`config.mk`:
```
export PLATFORM = sky130hd
export DESIGN_NAME = serial_subtractor
export DESIGN_NICKNAME = d
export VERILOG_FILES = /design/src/rtl/serial_arith_pkg.sv /design/src/rtl/full_subtractor_cell.sv /design/src/rtl/serial_subtractor.sv
export SDC_FILE = /design/constraint.sdc
export NUM_CORES = 1
export LEC_CHECK = 0
export CORE_MARGIN = 4
export CORE_UTILIZATION = 25
export DETAILED_ROUTE_END_ITERATION = 6
export PLACE_DENSITY = 0.49
export SYNTH_ARGS = -nofsm -noshare
export SYNTH_HDL_FRONTEND = slang
export SYNTH_SLANG_ARGS = --single-unit
```
`constraint.sdc`:
```
create_clock -name clk -period 1.5 [get_ports clk]
set_clock_uncertainty 0.05 [all_clocks]
set_input_delay 0.225 -clock clk [delete_from_list [all_inputs] [get_ports clk]]
set_output_delay 0.225 -clock clk [all_outputs]
set_load 0.01 [all_outputs]
```
`src/rtl/serial_arith_pkg.sv`:
```
// Shared types and helpers for the serial arithmetic blocks.
package serial_arith_pkg;

    typedef enum logic [1:0] {
        IDLE = 2'd0,
        RUN  = 2'd1,
        DONE = 2'd2
    } state_t;

    localparam int unsigned DEFAULT_WIDTH = 8;

    // Bit counter must reach WIDTH, hence WIDTH+1 states.
    function automatic int unsigned cnt_width(input int unsigned width);
        return $clog2(width + 1);
    endfunction

endpackage

```
`src/rtl/full_subtractor_cell.sv`:
```
// One-bit full subtractor: d = a - b - bin, bo = borrow out. Purely combinational.
module full_subtractor_cell (
    input  logic a,
    input  logic b,
    input  logic bin,
    output logic d,
    output logic bo
);

    assign d  = a ^ b ^ bin;
    assign bo = (~a & b) | (~(a ^ b) & bin);

endmodule

```
`src/rtl/serial_subtractor.sv`:
```
// Bit-serial subtractor: diff = a - b - bin, one bit per clock, LSB first.
// Define SERIAL_SUB_OVF_EN to add the signed-overflow output ovf.
module serial_subtractor
    import serial_arith_pkg::*;
#(
    parameter int unsigned WIDTH = DEFAULT_WIDTH
) (
    input  logic             clk,
    input  logic             rst_n,
    input  logic             start,
    input  logic [WIDTH-1:0] a,
    input  logic [WIDTH-1:0] b,
    input  logic             bin,
    output logic             busy,
    output logic             done,
    output logic [WIDTH-1:0] diff,
    output logic             bout
`ifdef SERIAL_SUB_OVF_EN
   ,output logic             ovf
`endif
);

    localparam int unsigned CNT_W = cnt_width(WIDTH);

    state_t           r_state;
    state_t           w_state_nxt;
    logic [WIDTH-1:0] r_a_sr;
    logic [WIDTH-1:0] r_b_sr;
    logic [WIDTH-1:0] r_work;
    logic [WIDTH-1:0] w_work_nxt;
    logic             r_borrow;
    logic [CNT_W-1:0] r_cnt;
    logic             w_d;
    logic             w_bo;
    logic             w_last;
    logic             w_busy_nxt;
    logic             w_done_nxt;

    full_subtractor_cell u_cell (
        .a   (r_a_sr[0]),
        .b   (r_b_sr[0]),
        .bin (r_borrow),
        .d   (w_d),
        .bo  (w_bo)
    );

    assign w_last = (r_cnt == CNT_W'(WIDTH - 1));

    // New bit enters at the MSB so the LSB-first stream lands in place.
    generate
        if (WIDTH == 1) begin : g_work_w1
            assign w_work_nxt = w_d;
        end else begin : g_work_wn
            assign w_work_nxt = {w_d, r_work[WIDTH-1:1]};
        end
    endgenerate

    always_ff @(posedge clk or negedge rst_n) begin
        if (!rst_n) begin
            r_state <= IDLE;
        end else begin
            r_state <= w_state_nxt;
        end
    end

    always_comb begin
        w_state_nxt = r_state;
        case (r_state)
            IDLE:    if (start) w_state_nxt = RUN;
            RUN:     if (w_last) w_state_nxt = DONE;
            DONE:    w_state_nxt = IDLE;
            default: w_state_nxt = IDLE;
        endcase
    end

    always_comb begin
        w_busy_nxt = (w_state_nxt == RUN);
        w_done_nxt = (w_state_nxt == DONE);
    end

    // Datapath and registered outputs.
    always_ff @(posedge clk or negedge rst_n) begin
        if (!rst_n) begin
            busy     <= 1'b0;
            done     <= 1'b0;
            diff     <= '0;
            bout     <= 1'b0;
            r_a_sr   <= '0;
            r_b_sr   <= '0;
            r_work   <= '0;
            r_borrow <= 1'b0;
            r_cnt    <= '0;
`ifdef SERIAL_SUB_OVF_EN
            ovf      <= 1'b0;
`endif
        end else begin
            busy <= w_busy_nxt;
            done <= w_done_nxt;
            case (r_state)
                IDLE: begin
                    if (start) begin
                        r_a_sr   <= a;
                        r_b_sr   <= b;
                        r_borrow <= bin;
                        r_work   <= '0;
                        r_cnt    <= '0;
                    end
                end
                RUN: begin
                    r_work   <= w_work_nxt;
                    r_a_sr   <= r_a_sr >> 1;
                    r_b_sr   <= r_b_sr >> 1;
                    r_borrow <= w_bo;
                    r_cnt    <= r_cnt + CNT_W'(1);
                    if (w_last) begin
                        diff <= w_work_nxt;
                        bout <= w_bo;
`ifdef SERIAL_SUB_OVF_EN
                        // Operand MSBs differ and result sign differs from a.
                        ovf  <= (r_a_sr[0] ^ r_b_sr[0]) & (w_d ^ r_a_sr[0]);
`endif
                    end
                end
                default: ;
            endcase
        end
    end

endmodule

```
After elaboration in Yosys (flattened, before gate mapping)
Cells that the tools add are included.
{"block": "classes", "addsub": 1, "multipliers": 0, "n_div": 0, "order_cmp": 0, "eq_ne": 5, "shifts": 0, "mux": 13, "n_bitwise": 7, "n_reduce_logical": 4}
{"operator": "8-bit case mux with 2 select lines", "n": 3}
{"operator": "8-bit two-way mux", "n": 3}
{"operator": "4-bit case mux with 2 select lines", "n": 1}
{"operator": "4-bit by 1-bit adder with 4-bit output (second input constant)", "n": 1}
{"operator": "2-bit by 1-bit == test with 1-bit output (second input constant)", "n": 2}
{"operator": "4-bit by 3-bit == test with 1-bit output (second input constant)", "n": 1}
{"operator": "2-bit two-way mux", "n": 2}
{"operator": "4-bit two-way mux", "n": 1}
{"operator": "2-bit case mux with 2 select lines", "n": 1}
{"operator": "2-bit AND reduction", "n": 2}
{"operator": "1-bit bitwise AND", "n": 2}
{"operator": "2-bit == test (second input constant)", "n": 1}
{"operator": "2-bit logical NOT", "n": 1}
{"operator": "2-bit inequality test (second input constant)", "n": 1}
{"operator": "1-bit inverter", "n": 2}
{"operator": "1-bit case mux with 2 select lines", "n": 1}
{"operator": "2-bit nonzero test", "n": 1}
{"operator": "1-bit XOR", "n": 2}
{"operator": "1-bit two-way mux", "n": 1}
{"operator": "1-bit bitwise OR", "n": 1}
{"block": "totals", "ff_bits": 42, "latchBits": 0, "ram_bits": 0, "rom_bits": 0, "in_bits": 20, "n_memories": 0}

Longest topological paths before layout
Gate-level depths: netlist of run 1.
{"block": "logic_depth", "word_depth": 5, "ltp_mapped": 5, "depth_no_buf": 4}

Modules after synthesis
Synthesis of run 1 repeated with hierarchy kept, for this count alone.
{"block": "hier_totals", "cells_unflattened": 161, "hier_area_um2": 1814.2}
{"module": "serial_subtractor", "n_inst": 1, "cells_per_inst": 157, "area_per_inst_um2": 1783.0, "seq_area_each_um2": 1026.0}
{"module": "full_subtractor_cell", "n_inst": 1, "cells_per_inst": 4, "area_per_inst_um2": 31.3, "seq_area_each_um2": 0.0}

Least setup slack after synthesis of run 1
No wires, ideal clock.
{"block": "synth_path", "path_kind": "register -> register", "from": "register r_state[1]", "to": "register diff[0]", "setup_ps": 125, "t_arrival_ps": 1377, "required_ps": 1325, "setup_slack_ps": -52, "path_stages_with_launch": 5, "synth_period_minus_slack_ps": 1552, "path_cell_list": "dfrtp_1 > nand2b_1 > clkbuf_2 > nor3_4 > mux2_2"}
{"block": "synth_between", "elab_chain_cells": 2}
{"element": "start, declared", "line_no": "serial_subtractor.sv:25", "source": "state_t r_state;"}
{"element": "start signal, assigned", "line_no": "serial_subtractor.sv:62", "source": "r_state <= w_state_nxt;"}
{"element": "2-bit by 1-bit == test with 1-bit output", "line_no": "serial_subtractor.sv:99", "source": "case (r_state)"}
{"element": "2-bit AND reduction (no line)"}
{"element": "end signal, assigned", "line_no": "serial_subtractor.sv:116", "source": "diff <= w_work_nxt;"}
{"element": "end, declared", "line_no": "serial_subtractor.sv:16", "source": "output logic [WIDTH-1:0] diff,"}
No other way between the ends.
A chain may end at the register's enable or synchronous reset.

Final worst setup path of run 1
{"block": "layout_path", "from": "register bout", "to": "output port bout"}
{"element": "start, declared", "line_no": "serial_subtractor.sv:17", "source": "output logic bout"}
{"element": "start signal, assigned", "line_no": "serial_subtractor.sv:117", "source": "bout <= w_bo;"}
No word-level cell between the ends.

==> Flow_metrics.wiki, run 1 <==
{| class="wikitable"
! Metric !! Value
|-
| Gr ovfl total || 0
|-
| Arithmetic-cell share of the synthesized area counting full adders, half adders and majority gates || 0.01956
|-
| Async SR Flop Fraction || 1.000
|-
| Compound-cell area share of the yosys netlist || 0.08126
|-
| Top achievable clock speed || 696.9 MHz
|-
| Reg2Reg Capture Point || diff[4]
|-
| Final Power || between 4 and 5 mW
|-
| Final Util || 0.3627
|-
| Post-synthesis cell count || between 150 and 200
|-
| Final worst-path cycle share || 0.9566
|-
| Count of flip-flops with a built-in enable after synthesis || 0
|-
| CTS tree || done
|-
| Crit path kind || reg2out
|-
| R2r worst-path depth || 4
|-
| Routed vias/inst || roughly 4.5
|-
| Internal Power || about 2.9 mW
|-
| TritonCTS Buffers || 5
|-
| Peak ir drop on the vdd network || 0.7278 mV
|-
| Chip width || 89.56 µm
|-
| Via count of the first global-routing pass || around 1.2k
|-
| Maximum fanout encountered on the critical timing path || 2
|-
| Xor and xnor area share after synthesis || 0
|-
| Floorplan Core Area || between 6000 and 7000 µm²
|-
| Worst slew margin relative to its limit || 0.7590
|-
| Area fraction of the dominant cell type after synthesis || 0.6170
|-
| Post-synthesis register bit count || just over 40
|-
| Num Clock Sinks || 41
|-
| Overall die height || between 80 and 90 µm
|-
| Synthesized area || between 1500 and 2000 µm²
|-
| Min Clock Period, post-route || roughly 1.4 ns
|-
| Syn Area/Cell || approximately 11 µm²
|-
| Global-route wire length before repair || roughly 6.0 mm
|-
| Number of synthesis warnings || 0
|-
| Cell with the most instances after synthesis || dfrtp_1
|-
| Final hold violations || 0
|-
| Total routing resource utilization after global routing || 0.09788
|-
| CP startpoint kind || register
|-
| Clock share of power || 0.148
|-
| Initial core utilization || 0.2604
|-
| Category of cells accounting for the largest share of critical-path delay || buffers and inverters
|-
| DP HPWL || approximately 2.4 mm
|-
| Leakage dissipation || about 1.1 nW
|-
| Setup slack, reg-to-reg || ~0.080 ns
|-
| Max stage delay cell, worst path || clkdlybuf4s50_1
|-
| Final WL || around 3.5 mm
|-
| Category of the worst setup path capture point || output port
|-
| Placement Rows || 29
|-
| Status || finished clean
|-
| Post-route standard cell area excluding fillers || around 2300 µm²
|-
| RePlAce Congestion || just under 0.7
|-
| Total placed instance area || about 2200 µm²
|-
| Clk Latency, worst-skew pair || just under 0.3 ns
|-
| Most instantiated flip-flop cell in the synthesis netlist || dfrtp_1
|-
| Nets || roughly 220
|-
| Critical path data arrival time || between 1 and 1.5 ns
|-
| Max-cap violations || 0
|-
| Area delta synth->final || 39.28%
|-
| Pre-CTS setup slack || -0.2914 ns
|-
| Sequential share of power || 0.426
|-
| Remaining DRCs || 0
|-
| Clock Root Buffer || clkbuf_8
|-
| Initial DRT Pass Iterations || 4
|-
| Cell-by-cell trace of the critical path || clkdlybuf4s50_1
|-
| Data required, critical path || 1.22 ns
|-
| Part of the power in combinational logic || 0.426
|-
| Final-layout setup total negative slack || 0 ns
|-
| Setup repair after global routing missed its margin || false
|-
| Final slew viol count || 0
|-
| # setup viols final || 0
|-
| Fraction of layout instances using a drive strength above 1 || 0.1768
|-
| Clock transition at path regs || ~0.070 ns
|-
| Clock Tree Buf Depth || 2
|-
| Combinational family with the most area after synthesis || simple AND/OR/NAND/NOR gates
|-
| Largest stage delay on the critical path || ~0.53 ns
|-
| Post-synth cell types || 25
|-
| Post-route non-filler standard cell count || ~280
|-
| IO buf count || 30
|-
| Classification of the worst-slack hold path || in2async
|-
| Detail Route Antenna Nets || 0
|-
| Initial antenna violation count || 0
|-
| Area contributors post-synth || dfrtp_1 (62%), nor2_1 (5.9%), nand2_1 (5.6%)
|-
| Sum of buffers and inverters on the critical path || 1
|-
| Number of levels the H-tree was split into || 2
|-
| Post-synthesis cell type with the largest combined area || dfrtp_1
|-
| Fraction of synthesized area in multiplexers || 0.06622
|-
| Syn Nets || ~180
|-
| Post-synthesis simple-gate area fraction || 0.1866
|-
| Post-route worst hold slack || approximately 0.33 ns
|-
| Io pins || 31
|-
| Net switching share of the total power || 0.3411
|-
| Antenna diode count || 0
|-
| DIE AREA || 8020 µm²
|-
| Routed via count || roughly 1.2k
|-
| Transition time at the pin with the least slew margin || 0.3614 ns
|-
| Wire length per cell || 12.76 µm
|-
| Worst flop-to-flop path startpoint || r_state[1]
|-
| Cell total after placement || between 200 and 300
|-
| Leading cell types by count after synthesis || dfrtp_1 (41), nor2_1 (26), nand2_1 (25)
|-
| Power spent charging and discharging nets || roughly 1.5 mW
|-
| Areal power density over the cells || approximately 1900 nW/µm²
|-
| Violation count after the first detailed-routing iteration || 34
|-
| Pin count of the biggest net entering global routing || 32
|-
| Share of synthesized area occupied by flip-flops and latches || 0.6170
|-
| Setup ws final || between 0.06 and 0.07 ns
|}
## state kept, by name (all words and copies together), names as in the netlist
register	flops
r_cnt	4
r_borrow	1
r_work	7
r_state	2
bout	1
busy	1
r_a_sr	8
r_b_sr	8
diff	8
done	1
## cells by family (layout without fill, tap and decap cells)
family	Yosys count	in the layout
simple gates	70	70
flops	41	41
compound gates	21	21
buf+inv	12	54
mux	10	10
fa+ha+maj	2	2
## worst max path at each step
stage	from	depth (start not counted)	slack [ns]	end
after global placement	start	5	-0.28	r_b_sr[1]
after detailed placement	start	5	-0.29	r_b_sr[0]
after floorplan	r_cnt[0]	4	-0.03	diff[0]
final	bout	1	0.07	bout
after CTS	r_cnt[1]	5	0.003	diff[3]
after global routing	bout	1	0.004	bout
## metal layers
metal  share of wire  track usage  vias up
li1                -            -      618
met1            0.47       0.1275      576
met2            0.46       0.1469       28
met3           0.064      0.03779        2
met4          0.0066      0.03654        0
met5               0            0        -
## power groups by stage
stage          sequential, mW  clock [mW]  combinational (mW)
2_1_floorplan            1.93           0                1.04
3_3_place_gp             1.91           0                1.83
3_5_place_dp             1.92           0                1.83
4_1_cts                  1.90       0.689                1.85
5_1_grt                  1.96       0.749                2.15
6_report                 1.90       0.659                1.90
## cell usage in the layout, fill, tap and decap left out, types with 2 or more instances in the layout
master           synthesis  layout
mux2_4                   0       8
clkdlybuf4s50_1          0      21
buf_4                    0       9
nand3_1                 11      11
dlymetal6s2s_1           0       8
o22ai_1                 14      14
buf_6                    0       2
nor3b_1                  2       2
clkbuf_8                 0       5
o21ai_0                  3       3
buf_12                   0       3
inv_1                    3       3
mux2i_1                  2       2
nand2_1                 25      24
nor2_1                  26      26
dfrtp_1                 41      41
## what timing repair did
item	in CTS	in global routing
hold buffers	1	0
setup buffers	0	1
endpoints found under the hold margin	14	0
endpoints found under the setup margin	0	39
gates resized for setup	0	19
## cell type report
type	instances	area, µm²
Timing Repair Buffer	45	475.5
Sequential cell	41	1026
Fill cell	637	4070
Tap cell	77	96.34
Inverter	3	11.26
Clock buffer	5	68.82
Clock inverter	1	5.005
Multi-Input combinational cell	103	633.1
Note: power is estimated with default switching activity, not from simulation.
==> run 2, diff against run 1 <==
--- a/config.mk
+++ b/config.mk
@@ -6,9 +6,10 @@
 export NUM_CORES = 1
 export LEC_CHECK = 0
 export CORE_MARGIN = 4
-export CORE_UTILIZATION = 25
+export CORE_UTILIZATION = 34
 export DETAILED_ROUTE_END_ITERATION = 6
-export PLACE_DENSITY = 0.49
+export PLACE_DENSITY = 0.6
 export SYNTH_ARGS = -nofsm -noshare
 export SYNTH_HDL_FRONTEND = slang
+export SYNTH_HIERARCHICAL = 1
 export SYNTH_SLANG_ARGS = --single-unit
==> run 2 against run 1 <==
Against the previous run: combinational power increased by 6%; fmax decreased by 3.4%; via count increased by 17%; count of clock-buffer cells in the layout unchanged; die area decreased by 18%; hold slack improved by 0.044 ns; critical path type is now reg2reg; final cell count increased by 0.73%.
==> Flow_metrics.wiki, run 2 <==
{| class="wikitable"
! Metric !! Value
|-
| Status || finished clean (unchanged)
|-
| Count of flip-flops with a built-in enable after synthesis || 0 (unchanged)
|-
| Area delta synth->final || 37.03% (was 39.28%)
|-
| Most instantiated flip-flop cell in the synthesis netlist || dfrtp_1 (unchanged)
|-
| Worst slew margin relative to its limit || 0.8497 (was 0.7590)
|-
| Final hold violations || 0 (unchanged)
|-
| Overall die height || 81.05 µm (was 89.56 µm)
|-
| Via count of the first global-routing pass || 1443 (was 1240)
|-
| Chip width || 81.05 µm (was 89.56 µm)
|-
| Initial DRT Pass Iterations || 5 (was 4)
|-
| Clock share of power || 0.211 (was 0.148)
|-
| Fraction of layout instances using a drive strength above 1 || 0.1884 (was 0.1768)
|-
| Xor and xnor area share after synthesis || 0 (unchanged)
|-
| Syn Nets || 183 (was 178)
|-
| Num Clock Sinks || 41 (unchanged)
|-
| Fraction of synthesized area in multiplexers || 0.06138 (was 0.06622)
|-
| Nets || 228 (was 221)
|-
| IO buf count || 30 (unchanged)
|-
| Final WL || 4.124 mm (was 3.508 mm)
|-
| Final-layout setup total negative slack || 0 ns (unchanged)
|-
| Top achievable clock speed || 673.4 MHz (was 696.9 MHz)
|-
| Final worst-path cycle share || 0.9900 (was 0.9566)
|-
| Io pins || 31 (unchanged)
|-
| Async SR Flop Fraction || 1.000 (unchanged)
|-
| Post-synthesis cell count || 161 (was 156)
|-
| Post-route non-filler standard cell count || 277 (was 275)
|-
| Post-synthesis cell type with the largest combined area || dfrtp_1 (unchanged)
|-
| Synthesized area || 1814 µm² (was 1663 µm²)
|-
| Fraction of met2 tracks used by global routing || 0.2159 (was 0.1469)
|-
| Clk Latency, worst-skew pair || 0.30 ns (was 0.29 ns)
|-
| Routed vias/inst || 5.159 (was 4.451)
|-
| Arithmetic-cell share of the synthesized area counting full adders, half adders and majority gates || 0.01793 (was 0.01956)
|-
| Initial antenna violation count || 0 (unchanged)
|-
| Areal power density over the cells || 2003 nW/µm² (was 1924 nW/µm²)
|-
| DIE AREA || 6568 µm² (was 8020 µm²)
|-
| Cell total after placement || 265 (was 267)
|-
| Leading cell types by count after synthesis || dfrtp_1 (41), a21oi_1 (19), nor2b_1 (19) (was dfrtp_1 (41), nor2_1 (26), nand2_1 (25))
|-
| Power spent charging and discharging nets || 1.654 mW (was 1.520 mW)
|-
| Global-route wire length before repair || 6.941 mm (was 5.954 mm)
|-
| Antenna diode count || 0 (unchanged)
|-
| Clock transition at path regs || 0.08 ns (was 0.07 ns)
|-
| Critical path data arrival time || 1.62 ns (was 1.16 ns)
|-
| Floorplan Core Area || 5140 µm² (was 6386 µm²)
|-
| Cell with the most instances after synthesis || dfrtp_1 (unchanged)
|-
| Internal Power || 3.326 mW (was 2.936 mW)
|-
| Compound-cell area share of the yosys netlist || 0.2124 (was 0.08126)
|-
| Met3 usage in global routing || 0.03437 (was 0.03779)
|-
| Setup repair after global routing missed its margin || true (was false)
|-
| Maximum fanout encountered on the critical timing path || 8 (was 2)
|-
| Post-synthesis register bit count || 41 (unchanged)
|-
| DP HPWL || 2.740 mm (was 2.381 mm)
|-
| Violation count after the first detailed-routing iteration || 118 (was 34)
|-
| Data required, critical path || 1.63 ns (was 1.22 ns)
|-
| Combinational family with the most area after synthesis || compound AO/OA/AOI/OAI gates (was simple AND/OR/NAND/NOR gates)
|-
| Met1 global-route usage || 0.1797 (was 0.1275)
|-
| CP startpoint kind || register (unchanged)
|-
| Post-synthesis simple-gate area fraction || 0.1097 (was 0.1866)
|-
| Routed via count || 1429 (was 1224)
|-
| Syn Area/Cell || 11.27 µm² (was 10.66 µm²)
|-
| Busiest grt layer || met2 (unchanged)
|-
| Transition time at the pin with the least slew margin || 0.2254 ns (was 0.3614 ns)
|-
| Leakage dissipation || 1.153 nW (was 1.100 nW)
|-
| Clock Root Buffer || clkbuf_8 (unchanged)
|-
| Clock Tree Buf Depth || 2 (unchanged)
|-
| Crit path kind || reg2reg (was reg2out)
|-
| Number of synthesis warnings || 6 (was 0)
|-
| Biggest registers after layout || diff: 8 flops, r_a_sr: 8 flops, r_b_sr: 8 flops (unchanged)
|-
| Share of synthesized area occupied by flip-flops and latches || 0.5655 (was 0.6170)
|-
| Min Clock Period, post-route || 1.485 ns (was 1.435 ns)
|-
| Initial core utilization || 0.3530 (was 0.2604)
|-
| Most frequent standard cell in the layout excluding fill and tap cells || dfrtp_1 (unchanged)
|-
| Pin count of the biggest net entering global routing || 42 (was 32)
|-
| Gr ovfl total || 0 (unchanged)
|-
| Sequential share of power || 0.383 (was 0.426)
|-
| Category of the worst setup path capture point || register (was output port)
|-
| Placement Rows || 26 (was 29)
|-
| Max-cap violations || 0 (unchanged)
|-
| TritonCTS Buffers || 5 (unchanged)
|-
| Peak ir drop on the vdd network || 0.7989 mV (was 0.7278 mV)
|-
| Wire length per cell || 14.89 µm (was 12.76 µm)
|-
| Setup ws final || 0.01500 ns (was 0.06514 ns)
|-
| Most frequent cells in the layout || dfrtp_1 (41), clkdlybuf4s50_1 (21), a21oi_1 (19), nor2b_1 (19), o21ai_0 (18) (was dfrtp_1 (41), nor2_1 (26), nand2_1 (24))
|-
| Detail Route Antenna Nets || 0 (unchanged)
|-
| Pre-CTS setup slack || -0.06287 ns (was -0.2914 ns)
|-
| RePlAce Congestion || 0.7464 (was 0.6876)
|-
| # setup viols final || 0 (unchanged)
|-
| Part of the power in combinational logic || 0.406 (was 0.426)
|-
| Post-route worst hold slack || 0.3725 ns (was 0.3288 ns)
|-
| Remaining DRCs || 0 (unchanged)
|-
| Post-synth cell types || 24 (was 25)
|-
| Net switching share of the total power || 0.3321 (was 0.3411)
|-
| Total routing resource utilization after global routing || 0.1376 (was 0.09788)
|-
| CTS tree || done (unchanged)
|-
| Final slew viol count || 0 (unchanged)
|-
| Classification of the worst-slack hold path || in2async (unchanged)
|-
| Area contributors post-synth || dfrtp_1 (57%), nor2b_1 (6.6%), a22oi_1 (6.2%) (was dfrtp_1 (62%), nor2_1 (5.9%), nand2_1 (5.6%))
|-
| Number of levels the H-tree was split into || 2 (unchanged)
|-
| Area fraction of the dominant cell type after synthesis || 0.5655 (was 0.6170)
|}
[run 2: cell count changes after synthesis, sizes merged, moves of 4 or more]
cell,change
a21oi,+19
a22o,+9
a22oi,+15
buf,+5
clkbuf,-4
nand2,-20
nand3,-8
nor2,-25
nor2b,+18
o21ai,+15
o22ai,-14
[run 2: area by class of cell]
| class | instances | area [µm²] |
|---|---|---|
| Inverter | 3 | 11.26 |
| Tap cell | 70 | 87.58 |
| Clock inverter | 3 | 65.06 |
| Multi-Input combinational cell | 107 | 749.5 |
| Fill cell | 478 | 2654 |
| Timing Repair Buffer | 48 | 478.0 |
| Clock buffer | 5 | 68.82 |
| Sequential cell | 41 | 1026 |
[run 2: worst max-delay path, stage by stage, from the launching register on]
cell	delay (ns)
dfrtp_1	0.40
ha_4	0.17
nand2_4	0.06
nor3_4	0.22
buf_12	0.16
mux2_2	0.32
[run 2: final timing paths]
check | startpoint | end | slack, ns | cells past startpoint
setup / recovery | r_cnt[1] | diff[1] | 0.02 | 5
hold / removal | rst_n | r_b_sr[3] | 0.37 | 3
hold reg to reg | diff[2] | diff[2] | 0.46 | 1
max in group asynchronous | rst_n | r_cnt[1] | 0.82 | 3
min in group clk | diff[2] | diff[2] | 0.46 | 1
setup reg to reg | r_cnt[1] | diff[1] | 0.02 | 5
[run 2: metal layers]
metal | part of all wire | vias up
li1 | - | 671
met1 | 0.43 | 720
met2 | 0.51 | 32
met3 | 0.041 | 6
met4 | 0.016 | 0
met5 | 0 | -
[run 2: logic make-up after synthesis]
family,Yosys count
flip-flops,41
multiplexers,10
adder cells (fa/ha/maj),2
buffers and inverters,13
AND/OR/NAND/NOR,33
AO/OA/AOI/OAI,62
[run 2: repair_timing]
action,4_1_cts,5_1_grt
hold buffers,1,0
endpoints found under the setup margin,9,17
pin swaps,0,1
setup buffers,1,2
endpoints found under the hold margin,41,0
resized for setup,1,11
[run 2: power by group through the flow]
stage / Sequential (mW) / Combinational [mW] / Clock [mW]
CTS: 1.89 / 2.00 / 1.08
global placement: 1.89 / 1.89 / 0
finish: 1.91 / 2.02 / 1.05
global route: 1.97 / 2.25 / 1.12
detailed placement: 1.91 / 1.96 / 0
floorplan: 1.91 / 1.12 / 0
[run 2: through the flow]
| stage | util | area [µm²] | power, mW |
|---|---|---|---|
| after floorplan | - | 1814 | 3.024 |
| after global placement | 0.4433 | 2278 | 3.775 |
| after detailed placement | 0.4433 | 2278 | 3.876 |
| after CTS | 0.4732 | 2432 | 4.976 |
| after global routing | 0.4837 | 2486 | 5.348 |
| final | 0.4837 | 2486 | 4.980 |
